## config.mk

```make
export PLATFORM = sky130hd
export DESIGN_NAME = cdu_pulse_gen
export DESIGN_NICKNAME = d
export VERILOG_FILES = /design/src/rtl/cdu_pulse_gen.sv
export SDC_FILE = /design/constraint.sdc
export NUM_CORES = 1
export LEC_CHECK = 0
export ABC_AREA = 1
export BUFFER_PORTS_ARGS = -buffer_cell sky130_fd_sc_hd__buf_2
export CAP_MARGIN = 20
export CORE_MARGIN = 2
export CORE_UTILIZATION = 40
export DETAILED_ROUTE_END_ITERATION = 8
export GPL_ROUTABILITY_DRIVEN = 0
export MAX_ROUTING_LAYER = met4
export PLACE_DENSITY = 0.59
export SLEW_MARGIN = 20
export SYNTH_ARGS = -nofsm -noshare
export SYNTH_HDL_FRONTEND = slang
export SYNTH_SLANG_ARGS = --single-unit
```

## constraint.sdc

```tcl
create_clock -name clk -period 5.8 [get_ports clk]
set_input_delay 1.16 -clock clk [delete_from_list [all_inputs] [get_ports clk]]
set_output_delay 1.16 -clock clk [all_outputs]
set_load 0.005 [all_outputs]
```

## src/rtl/cdu_pulse_gen.sv

```systemverilog
// CDU increment pulse generator: accumulates signed counts and meters them out as CDUP/CDUM pulses.
// Define CDU_PULSE_OVF_EN to add the sticky saturation flag port ovf.
module cdu_pulse_gen #(
    parameter int CNT_W     = 8,
    parameter int PULSE_W   = 4,
    parameter int GAP_SLOTS = 7
) (
    input  logic                    clk,
    input  logic                    rst,
    input  logic                    slot_tick,
    input  logic                    inc_up,
    input  logic                    inc_dn,
    input  logic                    zero,
    output logic                    CDUP,
    output logic                    CDUM,
    output logic signed [CNT_W-1:0] pending,
    output logic                    busy
`ifdef CDU_PULSE_OVF_EN
    ,
    output logic                    ovf
`endif
);

    localparam int WW = (PULSE_W > 1) ? $clog2(PULSE_W) : 1;
    localparam int SW = (GAP_SLOTS > 1) ? $clog2(GAP_SLOTS) : 1;
    localparam logic [WW-1:0] WLAST = WW'(PULSE_W - 1);
    localparam logic [SW-1:0] SLAST = SW'(GAP_SLOTS - 1);

    localparam logic signed [CNT_W+1:0] ONE   = {{(CNT_W+1){1'b0}}, 1'b1};
    localparam logic signed [CNT_W+1:0] MAX_S = {3'b000, {(CNT_W-1){1'b1}}};
    localparam logic signed [CNT_W+1:0] MIN_S = -MAX_S;

    typedef enum logic [1:0] {
        IDLE  = 2'd0,
        PULSE = 2'd1,
        GAP   = 2'd2
    } state_t;

    state_t                  state, state_nxt;
    logic [WW-1:0]           wcnt, wcnt_nxt;
    logic [SW-1:0]           scnt, scnt_nxt;
    logic                    pol, pol_nxt;
    logic                    launch;
    logic signed [CNT_W+1:0] step, sum;
    logic signed [CNT_W-1:0] pending_nxt;
    logic                    sat_hi, sat_lo;

    always_comb begin
        state_nxt   = state;
        wcnt_nxt    = wcnt;
        scnt_nxt    = scnt;
        pol_nxt     = pol;
        launch      = 1'b0;
        step        = '0;
        sum         = '0;
        sat_hi      = 1'b0;
        sat_lo      = 1'b0;
        pending_nxt = pending;

        unique case (state)
            IDLE: begin
                if (slot_tick && !zero && (pending != '0)) begin
                    launch    = 1'b1;
                    pol_nxt   = ~pending[CNT_W-1];
                    wcnt_nxt  = '0;
                    state_nxt = PULSE;
                end
            end
            PULSE: begin
                if (wcnt == WLAST) begin
                    wcnt_nxt  = '0;
                    scnt_nxt  = '0;
                    state_nxt = GAP;
                end else begin
                    wcnt_nxt = wcnt + 1'b1;
                end
            end
            GAP: begin
                if (slot_tick) begin
                    if (scnt == SLAST) begin
                        scnt_nxt  = '0;
                        state_nxt = IDLE;
                    end else begin
                        scnt_nxt = scnt + 1'b1;
                    end
                end
            end
            default: state_nxt = IDLE;
        endcase

        // Strobe and launch decrement are summed before clamping, so a
        // strobe at the rail is only discarded when the net change overflows.
        if (!zero) begin
            if (inc_up && !inc_dn)
                step = ONE;
            else if (inc_dn && !inc_up)
                step = -ONE;
        end
        if (launch)
            step = pending[CNT_W-1] ? (step + ONE) : (step - ONE);

        sum    = {{2{pending[CNT_W-1]}}, pending} + step;
        sat_hi = (sum > MAX_S);
        sat_lo = (sum < MIN_S);

        if (zero)
            pending_nxt = '0;
        else if (sat_hi)
            pending_nxt = MAX_S[CNT_W-1:0];
        else if (sat_lo)
            pending_nxt = MIN_S[CNT_W-1:0];
        else
            pending_nxt = sum[CNT_W-1:0];
    end

    always_ff @(posedge clk) begin
        if (rst) begin
            state   <= IDLE;
            wcnt    <= '0;
            scnt    <= '0;
            pol     <= 1'b0;
            pending <= '0;
        end else begin
            state   <= state_nxt;
            wcnt    <= wcnt_nxt;
            scnt    <= scnt_nxt;
            pol     <= pol_nxt;
            pending <= pending_nxt;
        end
    end

`ifdef CDU_PULSE_OVF_EN
    always_ff @(posedge clk) begin
        if (rst || zero)
            ovf <= 1'b0;
        else if (sat_hi || sat_lo)
            ovf <= 1'b1;
    end
`endif

    assign CDUP = (state == PULSE) && pol;
    assign CDUM = (state == PULSE) && !pol;
    assign busy = (state != IDLE);

endmodule

```

==> impl_metrics.sql <==
INSERT INTO impl_metrics (metric_group, metric, value, unit) VALUES
('critical_path', 'crit_path_frequent_cell', 'sky130_fd_sc_hd__inv_1', ''),
('clocking', 'clock_transition_time_at_the_flip_flop_clock_pins_of_the_worst_setup_and_hold_paths', '0.07', 'ns'),
('clocking', 'numCtsBuffers', '3', ''),
('global_routing', 'grt_pass1_vias', '1216', ''),
('floorplanning', 'num_io_pins', '17', ''),
('outcome', 'status', 'finished, final reports clean', ''),
('placement', 'io_buffer_count', '16', ''),
('detailed_routing', 'vias', '1377', ''),
('power_and_ir_drop', 'peakVddDrop', '0.000133', 'V'),
('floorplanning', 'fp.dieArea', '4420', 'um^2'),
('critical_path', 'path_max_fanout', '8', ''),
('detailed_routing', 'dr.pass1.iters', '4', ''),
('critical_path', 'critical-path-slowest-cell', 'sky130_fd_sc_hd__fa_1', ''),
('final_layout', 'share_of_layout_cells_above_drive_strength_1', '23.5', '%'),
('sta', 'sum_neg_setup_slack', '0', 'ns'),
('yosys', 'avgSynthCellArea', '6.77', 'um^2'),
('yosys', 'dominantRegCellSynth', 'sky130_fd_sc_hd__dfxtp_1', ''),
('clocking', 'cts_resized', '0', ''),
('detailed_routing', 'routed_wl', '3110', 'um'),
('yosys', 'cell_count_after_synthesis', '231', ''),
('detailed_routing', 'drtIter0Drc', '52', ''),
('yosys', 'synth-async-reset-ratio', '0', '%'),
('placement', 'dp_slack', '1.36', 'ns'),
('job', 'maxCapViolations', '0', ''),
('clocking', 'cts_max_path_buffers', '2', ''),
('power_and_ir_drop', 'p_leak', '0.973', 'nW'),
('sta', 'final_critical_path_setup_slack', '1.63', 'ns'),
('detailed_routing', 'drtAntennaViolNets', '0', ''),
('sta', 'period_share', '72.0', '%'),
('global_routing', 'global_route.overflow_total', '0', ''),
('clocking', 'tritoncts', 'done', ''),
('sta', 'worstMarginPinSlew', '0.440', 'ns'),
('detailed_routing', 'vias_per_cell', '4.61', ''),
('critical_path', 'worst-endpoint-arrival', '4.34', 'ns'),
('critical_path', 'count_of_cells_along_the_worst_register_to_register_path', '21', ''),
('clocking', 'cts_max_level', '1', ''),
('floorplanning', 'die-width', '66.5', 'um'),
('placement', 'dp.final_hpwl', '2660', 'um'),
('clocking', 'worst_skew_pair.late_latency', '0.26', 'ns'),
('critical_path', 'timing.critical_path.to_type', 'flip-flop', ''),
('yosys', 'yosys_warn_count', '0', ''),
('clocking', 'post_cts_hold_buffer_count', '0', ''),
('sta', 'setup_viol_count_final', '0', ''),
('clocking', 'cts_sinks', '16', ''),
('sta', 'slew_headroom', '70.4', '%'),
('sta', 'timing.final.max_slew_violations', '0', ''),
('critical_path', 'timing.setup.critical_path_class', 'input port to flip-flop', ''),
('final_layout', 'layout_commonest_cell', 'sky130_fd_sc_hd__inv_1', ''),
('final_layout', 'antennaDiodeCount', '0', ''),
('sta', 'rsz0062_at_grt', 'false', ''),
('critical_path', 'cp-start-kind', 'input port', ''),
('final_layout', 'layout_common_cells', 'sky130_fd_sc_hd__inv_1 (49), sky130_fd_sc_hd__nand2_1 (48), sky130_fd_sc_hd__buf_2 (16), sky130_fd_sc_hd__dfxtp_1 (16), sky130_fd_sc_hd__nand3_1 (14)', ''),
('critical_path', 'critPathRequiredTime', '5.96', 'ns'),
('yosys', 'synth_seq_cells', '16', ''),
('sta', 'timing_hold_violations_final', '0', ''),
('critical_path', 'reg2reg_setup_slack', '2.30', 'ns'),
('power_and_ir_drop', 'pwr_density_cell', '467', 'nW/um^2'),
('global_routing', 'maximum_number_of_pins_on_one_net_before_global_route_repair', '11', ''),
('floorplanning', 'core_area', '3720', 'um^2'),
('detailed_routing', 'wire_per_inst', '10.4', 'um'),
('yosys', 'postSynthNetCount', '253', ''),
('final_layout', 'finalNetCount', '274', ''),
('final_layout', 'layout_area_overhead', '12.5', '%'),
('global_routing', 'wire_length_of_the_first_global_routing_pass', '5310', 'um'),
('yosys', 'syn_std_cell_area', '1560', 'um^2'),
('sta', 'timing.clock.skew', '0.000862', 'ns'),
('floorplanning', 'placement_rows', '22', ''),
('sta', 'timing.fmax', '240', 'MHz'),
('yosys', 'synth_edf_count', '0', ''),
('global_routing', 'gr-usage-all-layers', '16.3', '%'),
('clocking', 'cts_root_buffer', 'sky130_fd_sc_hd__clkbuf_8', ''),
('global_routing', 'antenna_found_initial', '0', ''),
('hold_path', 'min_path_type', 'flip-flop to flip-flop', ''),
('floorplanning', 'initial_core_util', '42.1', '%'),
('floorplanning', 'dieHeight', '66.5', 'um'),
('sta', 'min_period', '4.17', 'ns'),
('detailed_routing', 'drcViolationCount', '0', ''),
('clocking', 'post_cts.repair.setup_buffers', '0', ''),
('hold_path', 'worst_hold_path_depth', '2', ''),
('yosys', 'sequential_share_of_the_synthesized_area', '20.5', '%'),
('critical_path', 'critical-path-max-stage-delay', '0.43', 'ns'),
('yosys', 'netlist-cell-type-count', '26', '');
-- critical path: cells and delay by family --
kind	cells	cell delay [ns]
and+or+nand+nor	13	1.27
adders and majority gates	4	1.42
buffers and inverters	8	0.48
-- worst paths after layout --
kind / startpoint / to
worst min register to register: scnt[2]$_SDFFE_PP0P_ / scnt[2]$_SDFFE_PP0P_
worst max-delay path: inc_up / pending[0]$_SDFF_PP0_
worst max register to register: pending[7]$_SDFF_PP0_ / pending[0]$_SDFF_PP0_
worst min-delay path: scnt[2]$_SDFFE_PP0P_ / scnt[2]$_SDFFE_PP0P_
-- through the flow --
step / hold slack, ns / cell area [um^2] / instances / total power [mW] / util [%]
after global placement: 0.460 / 1700 / 295 / 0.723 / 45.8
after CTS: 0.471 / 1760 / 299 / 0.830 / 47.3
after floorplan: 0.432 / 1560 / 231 / 0.596 / -
after global routing: 0.496 / 1760 / 299 / 0.906 / 47.3
after detailed placement: 0.461 / 1700 / 295 / 0.723 / 45.8
final: 0.469 / 1760 / 299 / 0.821 / 47.3
-- final cells by class --
cell class              count  area [um^2]
repair buffers             16         80.1
fillers                   408         1960
well taps                  48         60.1
flip-flops and latches     16          320
multi-input cells         158         1030
clock buffers               4         55.1
inverters                  57          214
-- report_power, final --
| group | internal (mW) | switching (mW) |
|---|---|---|
| clock network | 0.0604 | 0.0436 |
| registers | 0.140 | 0.0325 |
| logic | 0.202 | 0.342 |
-- kinds of logic after synthesis --
family | synth area share [%]
compound gates | 8.73
simple gates | 40.2
xor+xnor | 1.68
buf+inv | 13.7
flops | 20.5
fa+ha+maj | 15.2
-- routing by layer --
metal | share of wire (%) | global-route usage (%) | vias to the layer above
li1 | - | - | 754
met5 | 0 | - | -
met2 | 43 | 24.1 | 16
met1 | 53 | 22.7 | 602
met3 | 2.8 | 3.04 | 5
met4 | 1.2 | 4.59 | 0
-- flip-flops by register name, summed over array words and instances (netlist names) --
name,count
pending,8
scnt,3
state,2
wcnt,2
pol,1
-- Yosys cell counts, types with 2 or more instances --
| cell | n | share of area [%] |
|---|---|---|
| sky130_fd_sc_hd__nor2_2 | 6 | 2.4 |
| sky130_fd_sc_hd__nand4_1 | 6 | 2.4 |
| sky130_fd_sc_hd__dfxtp_1 | 16 | 20 |
| sky130_fd_sc_hd__nand3_2 | 6 | 3.8 |
| sky130_fd_sc_hd__xnor2_1 | 2 | 1.1 |
| sky130_fd_sc_hd__nand2_2 | 10 | 4.0 |
| sky130_fd_sc_hd__o21bai_1 | 2 | 0.96 |
| sky130_fd_sc_hd__nand2_1 | 48 | 12 |
| sky130_fd_sc_hd__nor2_1 | 13 | 3.1 |
| sky130_fd_sc_hd__o21ai_0 | 6 | 1.9 |
| sky130_fd_sc_hd__nand2_4 | 4 | 2.9 |
| sky130_fd_sc_hd__inv_1 | 49 | 12 |
| sky130_fd_sc_hd__nand3b_1 | 5 | 2.4 |
| sky130_fd_sc_hd__inv_2 | 8 | 1.9 |
| sky130_fd_sc_hd__fa_1 | 5 | 6.4 |
| sky130_fd_sc_hd__ha_1 | 11 | 8.8 |
| sky130_fd_sc_hd__a21oi_1 | 9 | 2.9 |
| sky130_fd_sc_hd__a21oi_2 | 2 | 1.1 |
| sky130_fd_sc_hd__nand3_1 | 14 | 4.5 |
| sky130_fd_sc_hd__o21ai_1 | 3 | 0.96 |
No activity file was read; power rests on OpenSTA's default activity.
